File: src/rtl/pcileech_com_rx_dispatch.sv
// Routes 64-bit command words to TLP / CFG / CMD consumers with TLP framing and idle-timeout abort.
// Optional COM_RX_DISPATCH_STATS_EN adds saturating packet/abort/magic-error counters.
module pcileech_com_rx_dispatch #(
   parameter int unsigned TLP_MAX_DW     = 1024,
   parameter int unsigned TIMEOUT_CYCLES = 65535
) (
   input  logic        clk,
   input  logic        rst,
   input  logic [63:0] din,
   input  logic        din_valid,
   output logic [31:0] tlp_dout,
   output logic        tlp_valid,
   output logic        tlp_first,
   output logic        tlp_last,
   output logic        tlp_abort,
   output logic [63:0] cfg_dout,
   output logic        cfg_valid,
   output logic [63:0] cmd_dout,
   output logic        cmd_valid,
   output logic        err_magic
`ifdef COM_RX_DISPATCH_STATS_EN
   ,
   output logic [31:0] stat_tlp_pkts,
   output logic [15:0] stat_aborts,
   output logic [15:0] stat_magic_err
`endif
);

   localparam int unsigned LEN_W  = $clog2(TLP_MAX_DW) + 1;
   localparam int unsigned IDLE_W = $clog2(TIMEOUT_CYCLES + 1);
   localparam logic [7:0]  MAGIC  = 8'h77;

   typedef enum logic {
      S_IDLE = 1'b0,
      S_PKT  = 1'b1
   } state_t;

   state_t             r_state;
   state_t             w_state_nx;
   logic [LEN_W-1:0]   r_len;
   logic [LEN_W-1:0]   w_len_nx;
   logic [LEN_W-1:0]   w_len_inc;
   logic [IDLE_W-1:0]  r_idle;
   logic [IDLE_W-1:0]  w_idle_nx;

   logic w_magic_ok;
   logic w_bad_magic;
   logic w_is_tlp;
   logic w_is_cfg;
   logic w_is_cmd;
   logic w_first;
   logic w_last;
   logic w_abort;

   assign w_magic_ok  = (din[7:0] == MAGIC);
   assign w_bad_magic = din_valid && !w_magic_ok;
   assign w_is_tlp    = din_valid && w_magic_ok && (din[9:8] == 2'd0);
   assign w_is_cfg    = din_valid && w_magic_ok && (din[9:8] == 2'd1);
   assign w_is_cmd    = din_valid && w_magic_ok && (din[9:8] == 2'd3);
   assign w_len_inc   = r_len + LEN_W'(1);

   // Framing state register
   always_ff @(posedge clk) begin
      if (rst) begin
         r_state <= S_IDLE;
         r_len   <= '0;
         r_idle  <= '0;
      end else begin
         r_state <= w_state_nx;
         r_len   <= w_len_nx;
         r_idle  <= w_idle_nx;
      end
   end

   // Next-state and framing flags; a bad-magic cycle freezes the idle counter and timeout
   always_comb begin
      w_state_nx = r_state;
      w_len_nx   = r_len;
      w_idle_nx  = r_idle;
      w_first    = 1'b0;
      w_last     = 1'b0;
      w_abort    = 1'b0;
      case (r_state)
         S_IDLE: begin
            if (w_is_tlp) begin
               w_first   = 1'b1;
               w_len_nx  = LEN_W'(1);
               w_idle_nx = '0;
               if (din[12]) begin
                  w_last = 1'b1;
               end else begin
                  w_state_nx = S_PKT;
               end
            end
         end
         S_PKT: begin
            if (w_is_tlp) begin
               w_len_nx  = w_len_inc;
               w_idle_nx = '0;
               if (din[12] || (w_len_inc == LEN_W'(TLP_MAX_DW))) begin
                  w_last     = 1'b1;
                  w_state_nx = S_IDLE;
               end
            end else if (!w_bad_magic) begin
               if (r_idle == IDLE_W'(TIMEOUT_CYCLES)) begin
                  w_abort    = 1'b1;
                  w_idle_nx  = '0;
                  w_state_nx = S_IDLE;
               end else begin
                  w_idle_nx = r_idle + IDLE_W'(1);
               end
            end
         end
         default: begin
            w_state_nx = S_IDLE;
         end
      endcase
   end

   // Registered outputs; data holds between strobes
   always_ff @(posedge clk) begin
      if (rst) begin
         tlp_dout  <= '0;
         tlp_valid <= 1'b0;
         tlp_first <= 1'b0;
         tlp_last  <= 1'b0;
         tlp_abort <= 1'b0;
         cfg_dout  <= '0;
         cfg_valid <= 1'b0;
         cmd_dout  <= '0;
         cmd_valid <= 1'b0;
         err_magic <= 1'b0;
      end else begin
         tlp_valid <= w_is_tlp;
         tlp_first <= w_first;
         tlp_last  <= w_last;
         tlp_abort <= w_abort;
         cfg_valid <= w_is_cfg;
         cmd_valid <= w_is_cmd;
         err_magic <= w_bad_magic;
         if (w_is_tlp) begin
            tlp_dout <= din[63:32];
         end
         if (w_is_cfg) begin
            cfg_dout <= din;
         end
         if (w_is_cmd) begin
            cmd_dout <= din;
         end
      end
   end

`ifdef COM_RX_DISPATCH_STATS_EN
   // Saturating counters, updated on the same edge as their strobe
   always_ff @(posedge clk) begin
      if (rst) begin
         stat_tlp_pkts  <= '0;
         stat_aborts    <= '0;
         stat_magic_err <= '0;
      end else begin
         if (w_last && (stat_tlp_pkts != 32'hFFFF_FFFF)) begin
            stat_tlp_pkts <= stat_tlp_pkts + 32'd1;
         end
         if (w_abort && (stat_aborts != 16'hFFFF)) begin
            stat_aborts <= stat_aborts + 16'd1;
         end
         if (w_bad_magic && (stat_magic_err != 16'hFFFF)) begin
            stat_magic_err <= stat_magic_err + 16'd1;
         end
      end
   end
`endif

endmodule
File: config.mk
export PLATFORM = sky130hd
export DESIGN_NAME = pcileech_com_rx_dispatch
export DESIGN_NICKNAME = d
export VERILOG_FILES = /design/src/rtl/pcileech_com_rx_dispatch.sv
export SDC_FILE = /design/constraint.sdc
export NUM_CORES = 1
export LEC_CHECK = 0
export CAP_MARGIN = 20
export CORE_MARGIN = 8
export CORE_UTILIZATION = 35
export DETAILED_ROUTE_END_ITERATION = 7
export SLEW_MARGIN = 30
export SYNTH_ARGS = -nofsm -noshare
export SYNTH_HDL_FRONTEND = slang
export SYNTH_SLANG_ARGS = --single-unit
File: constraint.sdc
create_clock -name clk -period 2.1 [get_ports clk]
set_input_delay 0.42 -clock clk [delete_from_list [all_inputs] [get_ports clk]]
set_output_delay 0.42 -clock clk [all_outputs]
set_load 0.03 [all_outputs]
After elaboration in Yosys (flattened, before gate mapping)
Index checks and enable logic that the tools add are counted.
- register bits after elaboration: 195
- output and inout port bits: 167
- word-level logic and storage cells: 58
- add/sub/neg operators: 2
- equality and inequality tests: 8
- multiplexer cells: 22
- bitwise gates (word level): 1
- reduce and logical (&&, ||, !) cells: 12
- operators with widths (kind ; number):
    $mux W16 ; 4
    $pmux W16 S2 ; 1
    $mux W11 ; 2
    $pmux W11 S2 ; 1
    $add A16 B1 Y16 const B ; 1
    $eq A16 B16 Y1 const B ; 1
    $mux W1 ; 12
    $add A11 B1 Y11 const B ; 1
    $eq A11 B11 Y1 const B ; 1
    $eq A8 B7 Y1 const B ; 1
    $logic_and A1 B1 Y1 ; 5
    $pmux W1 S2 ; 2
    $reduce_and A2 Y1 ; 2
    $reduce_or A4 Y1 ; 1
    $ne A3 B2 Y1 const B ; 1
    $eq A2 B1 Y1 const B ; 1
    $eq A2 B2 Y1 const B ; 1
    $logic_not A2 Y1 ; 1
    $ne A2 B1 Y1 const B ; 1
    $ne A2 B2 Y1 const B ; 1
    $reduce_or A2 Y1 ; 1
    $logic_not A1 Y1 ; 1
    $logic_or A1 B1 Y1 ; 1
    $not A1 Y1 ; 1

Longest topological paths before layout
- depth in word-level cells: 6
- gate-level depth with buffers: 9

Least setup slack after synthesis
Ideal clock, no wire load.
- path type: input to register
- start point: input port din[7]
- end point: register cfg_dout[34]
- arrival: 1718 ps
- data required time: 1968 ps
- slack: 249 ps
- cell stages on the path: 9
- buffers on the path: 4
- path through: and4b_1 -> clkbuf_2 -> nand4_1 -> or2_2 -> clkbuf_1 -> buf_2 -> buf_2 -> nand2_1 -> a21oi_1
- cells in the longest elaborated chain, start to end: 3
- ends and longest elaborated chain (what ; line ; text):
    from (decl) ; 9 ; input logic [63:0] din,
    $eq A8 B7 Y1 ; 55 ; assign w_magic_ok = (din[7:0] == MAGIC);
    $logic_and A1 B1 Y1 (2 in a row) ; 58 ; assign w_is_cfg = din_valid && w_magic_ok && (din[9:8] == 2'd1);
    to (signal assigned) ; 145 ; cfg_dout <= din;
    to (decl) ; 16 ; output logic [63:0] cfg_dout,
No other way between the ends.
A chain may end at the register's enable or synchronous reset.

Worst setup path in the final report
- start point: register r_len[0]
- end point: register tlp_last
- cells in the longest elaborated chain, start to end: 6
- ends and longest elaborated chain (what ; line ; text):
    from (decl) ; 40 ; logic [LEN_W-1:0] r_len;
    from (signal assigned) ; 70 ; r_len <= w_len_nx;
    $add A11 B1 Y11 ; 60 ; assign w_len_inc = r_len + LEN_W'(1);
    $eq A11 B11 Y1 ; 100 ; if (din[12] || (w_len_inc == LEN_W'(TLP_MAX_DW))) begin
    $logic_or A1 B1 Y1 ; 100 ;
    $mux W1 ; 100 ;
    $mux W1 ; 97 ; if (w_is_tlp) begin
    $pmux W1 S2 ; 83 ; case (r_state)
    to (signal assigned) ; 136 ; tlp_last <= w_last;
    to (decl) ; 14 ; output logic tlp_last,
No other way between the ends.

==> flow_summary.ini <==
[floorplan]
floorplan.rows = 52
fp.dieH_um = 159.9
total_die_area_mm2 = 0.02558
initial_core_util_pct = 35.72
die-width_um = 159.9
core_region_area_mm2 = 0.02030
pin_count = 234

[placed_design]
io_buffer_count = 233
detailed_place.area_mm2 = 0.01005
gpl.final_weighted_congestion = 0.7633
place.detailed.hpwl_um = 16120
place_worst_setup_slack_ns = -0.1854

[sta]
fin_skew_ns = 0.007466
timing_hold_violations_final = 0
rsz0062_at_grt = false
fin_worst_hold_slack_ns = 0.3574
time_the_worst_path_needs_with_i_o_delays_and_setup_ns = 2.008
finalWorstSetupSlack_ns = 0.09215
slew_viol_final = 0
final_setup_violation_count = 0
transition_time_at_the_pin_with_the_least_slew_margin_ns = 0.9438
timing.fmax_mhz = 498.0
maxSlewHeadroom_pct = 37.08
period_share_pct = 95.61

[synth]
syn-instance-count = 892
cell_type_with_the_largest_total_area_after_synthesis = sky130_fd_sc_hd__dfxtp_1
syn_area_per_cell_um2 = 8.129
syn-num-nets = 961
syn-cell-area_mm2 = 0.007251
post_synth_main_area_contributors = sky130_fd_sc_hd__dfxtp_1, sky130_fd_sc_hd__nand2_1, sky130_fd_sc_hd__a21oi_1, sky130_fd_sc_hd__nor2_1, sky130_fd_sc_hd__clkbuf_1
synthesis.yosys.warnings = 0
post_synth_num_cell_types = 60
number_of_enable_flip_flop_cells_after_synthesis = 0
synth_flop_cell = sky130_fd_sc_hd__dfxtp_1
synth-seq-area-share_pct = 53.84
async_reset_ff_share_pct = 0
postSynthRegisterBits = 195
post-synth-top-area-fraction_pct = 53.84
yosys-top-cells-count = sky130_fd_sc_hd__nand2_1, sky130_fd_sc_hd__dfxtp_1, sky130_fd_sc_hd__a21oi_1, sky130_fd_sc_hd__nor2_1, sky130_fd_sc_hd__clkbuf_1
yosysMostFrequentCell = sky130_fd_sc_hd__nand2_1

[global_route]
grt_use_total_pct = 17.98
grt_pass1_vias = 6597
overflow = 0
wire_length_of_the_first_global_routing_pass_um = 37240
grt_antenna_before_repair = 0
pin_count_of_the_biggest_net_entering_global_routing = 175

[detailed_routing]
drt-vias-per-instance = 4.767
routedWlPerCell_um = 16.47
number_of_design_rule_violations_left_by_the_first_detailed_router_iteration = 347
route.antenna.remaining_nets = 0
dr_total_vias = 6693
post-route-drc-count = 0
routed_wl_um = 23130
drt-pass1-iter-count = 5

[layout]
final_design_area_no_fill_mm2 = 0.01062
num-nets-final = 1191
syn2layout_area_growth_pct = 46.42
share_of_post_route_cells_with_drive_strength_above_1_pct = 8.201
antenna_cells = 0

[pwr]
ir_worst_vdd_mv = 0.6134
pwr_density_cell_mw_per_mm2 = 668.1
power.share.sequential_pct = 52.1
pwr-share-clk_pct = 44.1
net_switching_power_mw = 1.662
power.total_mw = 7.093
p_int_mw = 5.431
leakage_nw = 3.579
power.switching_fraction_pct = 23.42
power_frac_comb_pct = 3.8

[worst_setup_path]
critPathRequiredTime_ns = 2.46
r2r.worst_path.cells = 6
arrival_ns = 2.37
timing_worst_setup_path_type = reg2reg
crit_path_end_kind = flip-flop
startpoint_types = flip-flop
timing.critical_path.fanout_max = 6

[cts]
cts-htree-levels = 4
worst_skew_pair.late_latency_ns = 0.42
clock_tree.root_cell = sky130_fd_sc_hd__clkbuf_16
cts_max_path_buffers = 2
clkSinkCount = 195
clk_transition_reported_paths_ns = 0.07
postCtsHoldBufs = 0
cts_tree = done
cts-buffers-inserted = 17

[outcome]
outcome = complete, no violations

[flow_run]
max_cap_violations = 0

[worst_hold_path]
hp-class = in2reg
timing.hold.worst_path_depth = 3
## cell type report
cell class              count  area (um2)
clock inverters            12       118.9
repair buffers            273        2780
flip-flops and latches    195        3904
inverters                   5       18.77
clock buffers              19       442.9
multi-input cells         630        3014
fillers                  1979        9683
well taps                 270       337.8
## critical path: stages (launching register included)
cell and delay [ns]:
sky130_fd_sc_hd__dfxtp_1 0.39, sky130_fd_sc_hd__ha_2 0.25, sky130_fd_sc_hd__nand4_1 0.15, sky130_fd_sc_hd__or4_4 0.52, sky130_fd_sc_hd__a211oi_2 0.26, sky130_fd_sc_hd__a2bb2oi_2 0.19, sky130_fd_sc_hd__o211a_1 0.19
## placed cells by master (no fill, tap or decap), types with 3 or more instances in the layout
cell / Yosys / final
sky130_fd_sc_hd__clkinvlp_4: 0 / 3
sky130_fd_sc_hd__nor3_1: 13 / 13
sky130_fd_sc_hd__nor3b_1: 3 / 3
sky130_fd_sc_hd__o311ai_0: 3 / 3
sky130_fd_sc_hd__o31ai_1: 3 / 3
sky130_fd_sc_hd__o21ai_0: 11 / 11
sky130_fd_sc_hd__inv_8: 0 / 4
sky130_fd_sc_hd__a21oi_1: 154 / 154
sky130_fd_sc_hd__a21o_1: 5 / 5
sky130_fd_sc_hd__dfxtp_1: 195 / 195
sky130_fd_sc_hd__nand4_1: 6 / 6
sky130_fd_sc_hd__inv_1: 5 / 5
sky130_fd_sc_hd__buf_12: 0 / 12
sky130_fd_sc_hd__clkdlybuf4s50_1: 0 / 232
sky130_fd_sc_hd__or3_1: 4 / 4
sky130_fd_sc_hd__nand2_1: 298 / 298
sky130_fd_sc_hd__buf_4: 0 / 29
sky130_fd_sc_hd__and3_1: 9 / 8
sky130_fd_sc_hd__clkbuf_16: 0 / 17
sky130_fd_sc_hd__o21a_1: 5 / 5
sky130_fd_sc_hd__nor2_1: 50 / 49
sky130_fd_sc_hd__nand3_1: 14 / 14
## layer usage
layer,vias up,share of wire (%),GRT usage [%]
met1,3104,42,20.91
met2,146,49,30.01
met4,0,1.8,6.372
li1,3424,-,-
met5,-,0,0
met3,19,7.2,6.452
## stage by stage
step,TNS (ns),utilization (%),std cells
finish,0,52.30,1404
detailed placement,-13.86,49.51,1373
global placement,-12.11,49.51,1373
CTS,0,52.28,1404
global route,0,52.30,1404
floorplan,0,-,892
## kinds of logic (layout without fill, tap and decap cells)
kind of cell | Yosys count | in the layout | share of synthesized area, %
xor gates and xnor gates | 4 | 4 | 0.4833
buffers and inverters | 67 | 309 | 4.780
and+or+nand+nor | 423 | 423 | 24.94
AOI/OAI and AO/OA | 200 | 200 | 15.46
DFF | 195 | 195 | 53.84
adders and majority gates | 2 | 2 | 0.3451
muxes | 1 | 1 | 0.1553
## repair_timing
action / CTS / global route
buffers inserted: 0 / 0
setup endpoints to repair: 0 / 9
gates resized for setup: 0 / 2
## state kept, by name, indices dropped and copies added (netlist names)
name,cells
cfg_dout,64
cfg_valid,1
cmd_dout,64
cmd_valid,1
err_magic,1
r_idle,16
r_len,11
r_state,1
tlp_abort,1
tlp_dout,32
tlp_first,1
tlp_last,1
tlp_valid,1
## worst paths after layout
path	start	end	slack, ns
setup / recovery	r_len[0]$_SDFFE_PP0P_	tlp_last$_SDFF_PP0_	0.09
hold / removal	rst	tlp_valid$_SDFF_PP0_	0.36
setup reg to reg	r_len[0]$_SDFFE_PP0P_	tlp_last$_SDFF_PP0_	0.09
hold reg to reg	tlp_dout[28]$_SDFFE_PP0P_	tlp_dout[28]$_SDFFE_PP0P_	0.45
## power by group through the flow
stage	clock (mW)	combinational [mW]	sequential [mW]
global route	3.36	0.290	3.70
finish	3.13	0.270	3.70
global placement	0	0.272	3.78
detailed placement	0	0.270	3.78
CTS	3.23	0.272	3.70
floorplan	0	0.0701	3.79
Note: power is estimated with default switching activity, not from simulation.
